File: config.mk
export PLATFORM = sky130hd
export DESIGN_NAME = mult_div_unit_flat
export DESIGN_NICKNAME = d
export VERILOG_FILES = /design/src/rtl/mult_div_pkg.sv /design/src/rtl/mult_div_if.sv /design/src/rtl/mult_div_unit.sv /design/src/flat_wrapper.sv
export SDC_FILE = /design/constraint.sdc
export NUM_CORES = 1
export LEC_CHECK = 0
export CORE_MARGIN = 2
export CORE_UTILIZATION = 46
export DETAILED_ROUTE_END_ITERATION = 7
export PLACE_DENSITY = 0.66
export SLEW_MARGIN = 20
export SYNTH_ARGS = -nofsm -noshare
export SYNTH_HDL_FRONTEND = slang
export SYNTH_SLANG_ARGS = --single-unit
File: constraint.sdc
create_clock -name clock -period 5.4 [get_ports clock]
set_input_delay 0.54 -clock clock [delete_from_list [all_inputs] [get_ports clock]]
set_output_delay 0.54 -clock clock [all_outputs]
set_load 0.01 [all_outputs]
File: src/rtl/mult_div_pkg.sv
// mult_div_pkg: shared state encoding, op codes and iteration count for the multiply/divide unit
package mult_div_pkg;
  typedef enum logic [1:0] {IDLE, MULT, DIV, DONE} state_t;
  localparam logic OP_MULT = 1'b0;
  localparam logic OP_DIV = 1'b1;
  localparam int ITERATIONS = 32;
  function automatic logic [31:0] mag(input logic [31:0] x);
    return x[31] ? -x : x;
  endfunction
endpackage

File: src/rtl/mult_div_if.sv
// mult_div_if: request/result bundle between the CPU control path and the multiply/divide unit
interface mult_div_if;
  logic start, op;
  logic [31:0] a, b, hi, lo;
  logic busy, done, div_zero;
  modport master(output start, op, a, b, input hi, lo, busy, done, div_zero);
  modport slave(input start, op, a, b, output hi, lo, busy, done, div_zero);
endinterface

File: src/rtl/mult_div_unit.sv
// mult_div_unit: iterative signed Booth multiply / restoring divide sharing one 65-bit working register
module mult_div_unit
  import mult_div_pkg::*;
(
  input logic clock,
  input logic reset,
  mult_div_if.slave bus
);
  state_t state;
  logic [5:0] cnt;
  logic [64:0] w, w_mul, w_div;
  logic [31:0] m;
  logic qneg, rneg;
  logic [32:0] booth, rem_sh, diff;
  // Booth add is done at 33 bits so the shift keeps the true sign when m is the most negative value
  always_comb begin
    booth = w[1:0] == 2'b01 ? {w[64], w[64:33]} + {m[31], m}
          : w[1:0] == 2'b10 ? {w[64], w[64:33]} - {m[31], m}
          : {w[64], w[64:33]};
    w_mul = {booth, w[32:1]};
    rem_sh = w[63:31];
    diff = rem_sh - {1'b0, m};
    w_div = {diff[32] ? rem_sh : diff, w[30:0], ~diff[32]};
  end
  always_ff @(posedge clock) begin
    if (reset) begin
      state <= IDLE;
      cnt <= '0;
      w <= '0;
      m <= '0;
      qneg <= 1'b0;
      rneg <= 1'b0;
      bus.hi <= '0;
      bus.lo <= '0;
      bus.busy <= 1'b0;
      bus.done <= 1'b0;
      bus.div_zero <= 1'b0;
    end else begin
      bus.done <= 1'b0;
      bus.div_zero <= 1'b0;
      case (state)
        IDLE: if (bus.start) begin
          bus.busy <= 1'b1;
          cnt <= 6'(ITERATIONS);
          if (bus.op == OP_MULT) begin
            w <= {32'd0, bus.b, 1'b0};
            m <= bus.a;
            state <= MULT;
          end else if (bus.b == '0) begin
            bus.done <= 1'b1;
            bus.div_zero <= 1'b1;
            state <= DONE;
          end else begin
            w <= {33'd0, mag(bus.a)};
            m <= mag(bus.b);
            qneg <= bus.a[31] ^ bus.b[31];
            rneg <= bus.a[31];
            state <= DIV;
          end
        end
        MULT: begin
          w <= w_mul;
          cnt <= cnt - 6'd1;
          if (cnt == 6'd1) begin
            bus.hi <= w_mul[64:33];
            bus.lo <= w_mul[32:1];
            bus.done <= 1'b1;
            state <= DONE;
          end
        end
        DIV: begin
          w <= w_div;
          cnt <= cnt - 6'd1;
          if (cnt == 6'd1) begin
            bus.hi <= rneg ? -w_div[63:32] : w_div[63:32];
            bus.lo <= qneg ? -w_div[31:0] : w_div[31:0];
            bus.done <= 1'b1;
            state <= DONE;
          end
        end
        DONE: begin
          bus.busy <= 1'b0;
          state <= IDLE;
        end
        default: state <= IDLE;
      endcase
    end
  end
endmodule

File: src/flat_wrapper.sv
// flat-port wrapper written by rule: the top's interface ports become plain ports
module mult_div_unit_flat import mult_div_pkg::*;
  (clock, reset, bus_start, bus_op, bus_a, bus_b, bus_hi, bus_lo, bus_busy, bus_done, bus_div_zero);
  mult_div_if bus_i ();
  input logic clock;
  input logic reset;
  input wire logic [$bits(bus_i.start)-1:0] bus_start;
  input wire logic [$bits(bus_i.op)-1:0] bus_op;
  input wire logic [$bits(bus_i.a)-1:0] bus_a;
  input wire logic [$bits(bus_i.b)-1:0] bus_b;
  output wire logic [$bits(bus_i.hi)-1:0] bus_hi;
  output wire logic [$bits(bus_i.lo)-1:0] bus_lo;
  output wire logic [$bits(bus_i.busy)-1:0] bus_busy;
  output wire logic [$bits(bus_i.done)-1:0] bus_done;
  output wire logic [$bits(bus_i.div_zero)-1:0] bus_div_zero;
  assign bus_i.start = bus_start;
  assign bus_i.op = bus_op;
  assign bus_i.a = bus_a;
  assign bus_i.b = bus_b;
  assign bus_hi = bus_i.hi;
  assign bus_lo = bus_i.lo;
  assign bus_busy = bus_i.busy;
  assign bus_done = bus_i.done;
  assign bus_div_zero = bus_i.div_zero;
  mult_div_unit u_core (.clock(clock), .reset(reset), .bus(bus_i));
endmodule
==> metrics.md <==
| Metric | Value |
|---|---|
| Status | `finished, final reports clean` |
| Slew margin rel. | `roughly a fifth` |
| Core area | `~37,000 um2` |
| TritonCTS clock tree | `built` |
| Max cap viols | `0` |
| Buffers from clock root to sink, at most | `2` |
| Leakage power | `0.00820 uW` |
| Share of cells above drive strength 1 | `12.8%` |
| Worst-Skew Late Latency | `470 ps` |
| First-pass GRT wire length | `roughly 110 mm` |
| Clock sink count | `between 150 and 200` |
| Pwr/cell area | `about 580 nW/um2` |
| Area growth syn-to-layout | `22.4%` |
| Clk slew on worst S/H paths | `roughly 80 ps` |
| RD Place Congestion | `approximately 1.1` |
| CP startpoint kind | `flip-flop` |
| Antenna Violating Nets Remaining | `0` |
| Number of enable flip-flop cells after synthesis | `0` |
| Worst clock skew | `between 15 and 20 ps` |
| Die X | `between 150 and 200 um` |
| Post-Syn Area | `approximately 17,000 um2` |
| I/O Pins | `between 100 and 150` |
| Fmax achieved | `between 150 and 200 MHz` |
| Final non-filler cell total | `3,157` |
| Root Driver | `clkbuf_16` |
| Drt drc | `0` |
| Initial Utilization | `46.3%` |
| Placement row count | `a little over 70` |
| DR WL/cell | `22.9 um` |
| Setup violators final | `0` |
| Nets | `roughly 2.8k` |
| Initial antenna violation count | `0` |
| Ys async rst share | `0%` |
| Number of synthesized register bits | `about 170` |
| Worst path arrival time | `between 5000 and 6000 ps` |
| Via/cell ratio | `between 6 and 7` |
| Largest net degree at the start of global routing | `~110` |
| Netlist cell types | `88` |
| Post-route clock period utilization | `97.4%` |
| Vias in the first global route | `18.5k` |
| Ant diodes | `0` |
| Critical Path Sink Type | `flip-flop` |
| Final hold vios | `0` |
| RSZ-0062 raised after global routing | `true` |
| 1st-iter DRT viols | `between 2k and 2.5k` |
| Hold Crit Class | `reg -> reg` |
| WL final | `around 72 mm` |
| Total number of vias | `20.1k` |
| Final Max Tran Viols | `0` |
| Worst-Margin Slew | `about 1200 ps` |
| Switching part of the total | `52.5%` |
| Pint | `between 5000 and 6000 uW` |
| Part of the power in registers | `around 17%` |
| Ys Warns | `0` |
| Crit path kind | `reg -> reg` |
| Synth Net Count | `between 2k and 3k` |
| FILL cells | `roughly 3.6k` |
| Part of the power in combinational logic | `72.3%` |
| H-tree levels | `4` |
| Port Buf Inserts | `134` |
| Worst EP required | `about 5800 ps` |
| Sequential share of the synthesized area | `approximately 20%` |
| Worst hold slack | `461 ps` |
| Top_reg_cell synth | `dfxtp_1` |
| Tot GR Track Use | `between 30% and 40%` |
| Die H | `just under 200 um` |
| Crit Path Max Fanout | `7` |
| GRT Residual Overflow | `0` |
| Placed cell count | `approximately 3.1k` |
| Cells after Synth | `between 2k and 2.5k` |
| Worst vdd ir | `399 uV` |
| Total CTS buffers | `17` |
| DPL Wire Length | `55.1 mm` |
| Clock network power share | `a little over a tenth` |
| Final core utilization | `a little under three fifths` |
| Die area | `~39,000 um2` |
| Synth Area per Inst | `7.06 um2` |
| First drt pass iteration count | `6` |
| Switching pwr | `roughly 6400 uW` |
| Fin crit period | `5260 ps` |
cell usage in the layout, fill, tap and decap left out, types with 16 or more instances in the layout:
| cell | instances |
|---|---|
| a21o_1 | 22 |
| nor3_1 | 59 |
| clkdlybuf4s50_1 | 132 |
| a31oi_1 | 20 |
| ha_1 | 103 |
| a22oi_1 | 42 |
| o21a_1 | 19 |
| nor2_1 | 314 |
| buf_4 | 212 |
| xnor2_1 | 83 |
| clkbuf_16 | 17 |
| nand3_1 | 49 |
| xor2_1 | 84 |
| mux2i_1 | 24 |
| nand4_1 | 22 |
| or4_1 | 16 |
| nor2b_1 | 37 |
| a211oi_1 | 149 |
| nand2b_1 | 32 |
| o21ai_0 | 132 |
| o31ai_1 | 30 |
| or3_1 | 30 |
| and3_1 | 17 |
| o211ai_1 | 26 |
| nand2_1 | 150 |
| a21oi_1 | 237 |
| inv_1 | 100 |
| dfxtp_1 | 172 |
synthesized netlist by cell type (22+ instances only):
cell type,count,share of area (%)
nand2_1,152,3.3
dfxtp_1,174,20
mux2i_1,24,1.4
o21ai_0,141,4.1
xnor2_1,83,4.2
nand2b_1,33,1.2
nand4_1,22,0.79
nor2b_1,37,1.3
nor3_1,59,1.7
nand3_1,52,1.5
a21oi_1,246,7.1
clkbuf_1,168,3.6
xor2_1,84,4.2
a21o_1,23,1.0
ha_1,108,7.8
or3_1,33,1.2
a22oi_1,42,1.8
o31ai_1,35,1.5
a211oi_1,151,6.5
o211ai_1,26,1.1
inv_1,102,2.2
nor2_1,315,6.8
state kept, by name (all words and copies together) (netlist names):
name,count
u_core.bus.busy,1
u_core.bus.div_zero,1
u_core.bus.done,1
u_core.bus.hi,32
u_core.bus.lo,32
u_core.cnt,6
u_core.m,32
u_core.qneg,1
u_core.rneg,1
u_core.state,2
u_core.w,65
cells by family (layout without fill, tap and decap cells):
family	after synthesis	after routing	synth area share (%)
flops	174	174	20.1
fa+ha+maj	111	111	8.14
mux	27	27	1.58
xor+xnor	167	167	8.44
compound gates	872	872	33.2
simple gates	805	805	22.0
buf+inv	298	490	6.55
stage by stage:
stage | worst slack [ps] | cell area (um2) | TNS (ps) | total power (uW)
floorplan | 0.418 | 17400 | 0 | 6910
global placement | -149 | 20200 | -747 | 10000
detailed placement | -129 | 20200 | -904 | 10100
CTS | 5.98 | 20800 | 0 | 11500
global route | -115 | 21200 | -1230 | 12900
finish | 139 | 21200 | 0 | 12200
routing by layer:
layer | routed length [um] | vias up | GRT usage (%)
met2 | 32100 | 1086 | 57.5
met3 | 5870 | 246 | 6.01
li1 | - | 9334 | -
met5 | 0 | - | 0
met1 | 29200 | 9465 | 45.9
met4 | 5130 | 0 | 23.2
cell type report:
type | instances | area, um2 | share of cell area (%)
multi-input combinational | 1982 | 13100 | 61.6
sequential | 174 | 3490 | 16.4
timing repair buffer | 352 | 3020 | 14.2
tap | 511 | 639 | 3.01
clock buffer | 18 | 429 | 2.02
inverter | 106 | 402 | 1.89
clock inverter | 14 | 174 | 0.820
power by group through the flow:
stage | Sequential, uW | Clock (uW) | Combinational, uW
2_1_floorplan | 1970 | 0 | 4940
3_3_place_gp | 2060 | 0 | 7990
3_5_place_dp | 2070 | 0 | 8060
4_1_cts | 2040 | 1320 | 8150
5_1_grt | 2100 | 1370 | 9440
6_report | 2060 | 1320 | 8840
critical path, cell delays in order (launching register included):
cell and delay (ps):
dfxtp_2 320, inv_2 50, ha_4 130, fa_2 180, and2b_1 190, o21a_2 240, o2111ai_4 250, nand3_2 160
a211oi_2 280, nor2_1 90, a21oi_1 130, nor2b_1 60, o21ai_1 130, nand2b_1 110, ha_4 350, clkinvlp_4 190
buf_6 170, nand2_2 50, o31a_1 210, nand4bb_4 160, buf_6 150, nand4b_1 220, or3_4 500, o31a_1 330
xor2_1 140, a211o_1 260, a21oi_1 110
final timing paths:
| kind | startpoint | to | slack [ps] | depth (start not counted) |
|---|---|---|---|---|
| max | u_core.w[31]$_SDFFE_PP0P_ | u_core.bus.hi[19]$_SDFFE_PP0P_ | 140 | 26 |
| min | u_core.bus.hi[23]$_SDFFE_PP0P_ | u_core.bus.hi[23]$_SDFFE_PP0P_ | 460 | 2 |
| max reg2reg | u_core.w[31]$_SDFFE_PP0P_ | u_core.bus.hi[19]$_SDFFE_PP0P_ | 140 | 26 |
| min reg2reg | u_core.bus.hi[23]$_SDFFE_PP0P_ | u_core.bus.hi[23]$_SDFFE_PP0P_ | 460 | 2 |
repair_timing:
action / 4_1_cts / 5_1_grt
gates cloned: 0 / 0
endpoints found under the setup margin: 15 / 40
hold buffers: 0 / 0
pin swaps: 1 / 20
hold endpoints to repair: 0 / 0
resized for setup: 6 / 62
setup buffers: 0 / 11
(Power assumes the default switching activity.)
